$ cat src/rtl/serializer_stream.sv
// serializer_stream: parallel-to-serial converter with a one-word holding buffer,
// valid/ready input handshake and gapless back-to-back streaming.
module serializer_stream #(
  parameter int WIDTH     = 8,
  parameter bit LSB_FIRST = 1'b1
) (
  input  logic             clk,
  input  logic             reset_n,
  input  logic [WIDTH-1:0] din,
  input  logic             din_valid,
  output logic             din_ready,
  input  logic             flush,
  output logic             dout,
  output logic             dout_valid,
  output logic             dout_last,
  output logic             busy
);
  localparam int CW = $clog2(WIDTH);
  localparam logic [CW-1:0] LAST = CW'(WIDTH - 1);
  typedef enum logic {IDLE, SEND} state_t;
  state_t state, state_n;
  logic [WIDTH-1:0] hold_reg, hold_reg_n, shreg, shreg_n;
  logic hold_full, hold_full_n;
  logic [CW-1:0] bitcnt, bitcnt_n;
  logic active, at_last, load, accept;
  assign active     = state == SEND;
  assign at_last    = bitcnt == LAST;
  assign accept     = din_valid & ~hold_full;
  assign load       = hold_full & (~active | at_last);
  assign din_ready  = ~hold_full;
  assign dout       = LSB_FIRST ? shreg[0] : shreg[WIDTH-1];
  assign dout_valid = active;
  assign dout_last  = active & at_last;
  assign busy       = active | hold_full;
  always_ff @(posedge clk or negedge reset_n)
    if (!reset_n) begin
      state     <= IDLE;
      hold_reg  <= '0;
      hold_full <= 1'b0;
      shreg     <= '0;
      bitcnt    <= '0;
    end else begin
      state     <= state_n;
      hold_reg  <= hold_reg_n;
      hold_full <= hold_full_n;
      shreg     <= shreg_n;
      bitcnt    <= bitcnt_n;
    end
  // The next word loads on the edge that ends the current last bit, so streams have no gaps.
  always_comb begin
    state_n     = state;
    hold_reg_n  = hold_reg;
    hold_full_n = hold_full;
    shreg_n     = shreg;
    bitcnt_n    = bitcnt;
    if (flush) begin
      state_n     = IDLE;
      hold_full_n = 1'b0;
      shreg_n     = '0;
      bitcnt_n    = '0;
    end else begin
      if (accept) begin
        hold_reg_n  = din;
        hold_full_n = 1'b1;
      end
      if (load) begin
        shreg_n     = hold_reg;
        bitcnt_n    = '0;
        state_n     = SEND;
        hold_full_n = 1'b0;
      end else if (active) begin
        shreg_n  = LSB_FIRST ? shreg >> 1 : shreg << 1;
        bitcnt_n = at_last ? '0 : bitcnt + 1'b1;
        state_n  = at_last ? IDLE : SEND;
      end
    end
  end
endmodule

$ cat config.mk
export PLATFORM = sky130hd
export DESIGN_NAME = serializer_stream
export DESIGN_NICKNAME = d
export VERILOG_FILES = /design/src/rtl/serializer_stream.sv
export SDC_FILE = /design/constraint.sdc
export NUM_CORES = 1
export LEC_CHECK = 0
export ABC_AREA = 1
export ABC_CLOCK_PERIOD_IN_PS = 1900
export CELL_PAD_IN_SITES_DETAIL_PLACEMENT = 0
export CELL_PAD_IN_SITES_GLOBAL_PLACEMENT = 1
export CORE_MARGIN = 5
export CORE_UTILIZATION = 35
export DETAILED_ROUTE_END_ITERATION = 7
export DONT_BUFFER_PORTS = 1
export PLACE_DENSITY_LB_ADDON = 0.08
export SLEW_MARGIN = 30
export SYNTH_ARGS = -nofsm -noshare
export SYNTH_HDL_FRONTEND = slang
export SYNTH_SLANG_ARGS = --single-unit
$ cat constraint.sdc
create_clock -name clk -period 1.9 [get_ports clk]
set_clock_uncertainty 0.15 [all_clocks]
set_input_delay 0.19 -clock clk [delete_from_list [all_inputs] [get_ports clk]]
set_output_delay 0.19 -clock clk [all_outputs]
set_load 0.05 [all_outputs]
Word-level counts from Yosys, hierarchy flattened
Index checks and enable logic that the tools add are counted.

$add $sub $neg: 1. Equality and inequality tests: 1. Mux-type cells: 14. Bitwise operators: 8. Reductions and logical operators: 3.

Operator list (count): 8-bit 2-to-1 mux (3); 3-bit 2-to-1 mux (4); 1-bit 2-to-1 mux (7); 3-bit nonzero test (2); 3-bit by 1-bit adder with 3-bit output, second input constant (1); 1-bit AND (3); 3-bit equality test, second input constant (1); 1-bit inverter (3); 1-bit bitwise OR (2); 2-bit AND reduction (1).

Bits in registers: 21. Output and inout bits: 5. Word-level logic and storage cells: 32.

Logic depth before layout (Yosys ltp)
Depth in word-level cells: 5. Depth in mapped cells: 8. Mapped depth without buffers: 8.

Worst setup path before layout
Ideal clock, no wire load.

Kind: register to register. From: register state, in the netlist dout_valid. To: register bitcnt[0]. Arrival: 1.369 ns. Required time: 1.623 ns. Setup slack: 0.254 ns. Stages on the path, launching flop included: 6. Clock period less this slack: 1.646 ns. Cell sequence: dfrtp_1 -> nor2_4 -> inv_1 -> nor2_4 -> nand2_1 -> o21ai_0.

Cells in the longest elaborated chain, start to end: 5.

Ends and longest elaborated chain: start, declared (line 21) `state_t state, state_n;`; start signal, assigned (line 43) `state <= state_n;`; 1-bit inverter (line 29) `assign load = hold_full & (~active | at_last);`; 1-bit bitwise OR (line 29); 1-bit AND (line 29); 3-bit 2-to-1 mux (line 66) `if (load) begin`; 3-bit 2-to-1 mux (line 56) `if (flush) begin`; end signal, assigned (line 47) `bitcnt <= bitcnt_n;`; end, declared (line 24) `logic [CW-1:0] bitcnt, bitcnt_n;`.

Several ways; a longest one is shown, not always the timed one. A chain may end at the register's enable or synchronous reset.

Final worst setup path
From: register bitcnt[0]. To: output port dout_last.

Cells in the longest elaborated chain, start to end: 2.

Ends and longest elaborated chain: 3-bit equality test (line 27) `assign at_last = bitcnt == LAST;`; 1-bit AND (line 33) `assign dout_last = active & at_last;`; end, declared (line 15) `output logic dout_last,`.

Every way passes these cells.

==> results.sh <==
export IMPL_status="finished, final reports clean"
export IMPL_grt_usage_pct=11.4
export IMPL_synth_common_cells="26 x nand3_1, 24 x nand2_1, 21 x dfrtp_1"
export IMPL_grt_remaining_overflow=0
export IMPL_cts_tree="done"
export IMPL_grt_pass1_wl_um=3570
export IMPL_totalWireLength_um=1980
export IMPL_clockRootBuffer="clkbuf_4"
export IMPL_min_path_type="input port to asynchronous set/reset pin"
export IMPL_hold_ws_ns=0.212
export IMPL_slowest_delay_ns=0.38
export IMPL_synth_cell_type_count=16
export IMPL_critical_path_endpoint_type="output port"
export IMPL_finalHoldViolations=0
export IMPL_synth_nets=124
export IMPL_cts_sinks=21
export IMPL_wl_met3_um=83
export IMPL_worstMarginPinSlew_ns=0.482
export IMPL_critPathMostFrequentCell="ha_1"
export IMPL_ys_ff_latch=21
export IMPL_synth_top_cells_by_area="dfrtp_1 54%, nand3_1 13%, nand2_1 9.3%, inv_1 5.4%, ha_1 2.6%"
export IMPL_area_delta_synth_final_pct=19.3
export IMPL_peakVddDrop_mv=0.388
export IMPL_drcViolationCount=0
export IMPL_crit_slowest_cell="dfrtp_1"
export IMPL_top_layer="met4"
export IMPL_h_tree_depth=1
export IMPL_route_met2_wl_um=887
export IMPL_grt_setup_unrepaired="false"
export IMPL_async_flop_share_pct=100
export IMPL_yosys_warnings=0
export IMPL_yosysMostFrequentCell="nand3_1"
export IMPL_path_clk_slew_ns=0.12
export IMPL_die_h_um=62.6
export IMPL_fin_area_um2=1150
export IMPL_port_buffers=0
export IMPL_yosysSeqAreaShare_pct=54.3
export IMPL_dieWidth_um=62.6
export IMPL_max_freq_ghz=0.583
export IMPL_diodes=0
export IMPL_synth_area_um2=968
export IMPL_synthFlopType="dfrtp_1"
export IMPL_clock_path_buffers=2
export IMPL_setup_violations=0
export IMPL_path_cells="ha_1, ha_1, nand2_1, inv_1"
export IMPL_postPlaceCellArea_um2=1010
export IMPL_power_density_nw_per_um2=780
export IMPL_finalSetupTns_ns=0
export IMPL_grt_max_degree=22
export IMPL_leakagePower_nw=0.600
export IMPL_crit_type="register to output port"
export IMPL_cp_start_kind="register"
export IMPL_arrival_ns=1.38
export IMPL_start_util_pct=35.7
export IMPL_final_nets=142
export IMPL_antenna_left=0
export IMPL_insertion_delay_ns=0.30
export IMPL_core_um2=2710
export IMPL_drv_slew=0
export IMPL_hpwlAfterDp_um=1380
export IMPL_cpLargestDelayFamily="flip-flops"
export IMPL_cts_resized=0
export IMPL_grt_pass1_vias=780
export IMPL_vias=752
export IMPL_avgViaCountPerCell=4.76
export IMPL_antenna_found_initial=0
export IMPL_gp_congestion=0.722
export IMPL_critPathRequiredTime_ns=1.56
export IMPL_die_area_um2=3920
export IMPL_drt_iter0_markers=20
export IMPL_drt_wirelength_per_cell_um=12.5
export IMPL_worst_path_buf_inv=1
export IMPL_period_share_pct=90.3
export IMPL_fin_crit_ns=1.72
export IMPL_dr_pass1_iters=4
export IMPL_netlist_area_leader_share_pct=54.3
export IMPL_maxCapViolations=0
export IMPL_path_max_fanout=3
export IMPL_yosys_area_top_type="dfrtp_1"
export IMPL_drive_gt1_share_pct=11.0
export IMPL_syn_inst=110
export IMPL_wl_met1_um=987
export IMPL_io_pins=17
export IMPL_synth_edff_count=0
export IMPL_maxSlewHeadroom_pct=67.9
export IMPL_row_count=19
export IMPL_cts_buffers=3
export IMPL_avgSynthCellArea_um2=8.80
## cells in the final DEF, fill, tap and decap left out
cell           count
clkbuf_1           1
clkbuf_4           3
nand2_1           24
buf_2              1
nor2_4             2
inv_1             14
nor2_1             3
a21oi_1            4
nor2_2             2
nand3_4            1
ha_1               2
o21ai_1            5
dlygate4sd3_1     11
buf_4              3
o31ai_1            1
nand3_1           26
o21ai_0            1
inv_2              2
dfrtp_1           21
## path summary, 6_finish.rpt
path                               to  slack, ns  cells after the start      start
min in group clk             shreg[7]       0.34                      2   shreg[7]
max reg2reg                  shreg[0]       0.28                      8  bitcnt[0]
max                         dout_last       0.18                      4  bitcnt[0]
min                        dout_valid       0.21                      2    reset_n
max in group asynchronous    shreg[4]       1.06                      2    reset_n
min reg2reg                  shreg[7]       0.34                      2   shreg[7]
## per-layer routing
metal	GRT usage, %	vias up
li1	-	394
met1	14.0	339
met2	18.1	17
met3	3.24	2
met4	5.57	0
met5	0	-
## layout make-up
class	count	area, um^2
timing repair buffer	15	138
sequential	21	526
inverter	16	60.1
tap	31	38.8
clock buffer	4	26.3
fill	282	1560
multi-input combinational	71	367
## cell families after synthesis
family	share of synthesized area (%)
buf+inv	7.88
compound gates	5.94
fa+ha+maj	2.58
simple gates	29.3
flops	54.3
## power by group
part | internal, W | switching, W | total, W
registers | 0.000491 | 0.0000315 | 0.000522
logic | 0.0000576 | 0.000103 | 0.000161
clock network | 0.0000817 | 0.000136 | 0.000218
## per-stage QoR
stage	setup slack, ns	std cells	power [W]	util (%)
finish	0.184	158	0.000901	42.6
global route	0.0537	158	0.000965	42.6
CTS	0.164	156	0.000915	42.1
detailed placement	0.284	142	0.000666	37.4
global placement	0.294	142	0.000663	37.4
floorplan	0.254	110	0.000632	-
## timing repair
item / 4_1_cts / 5_1_grt
setup buffers: 0 / 0
setup endpoints to repair: 0 / 0
hold buffers: 10 / 2
endpoints found under the hold margin: 42 / 24
No activity file was read; power rests on OpenSTA's default activity.
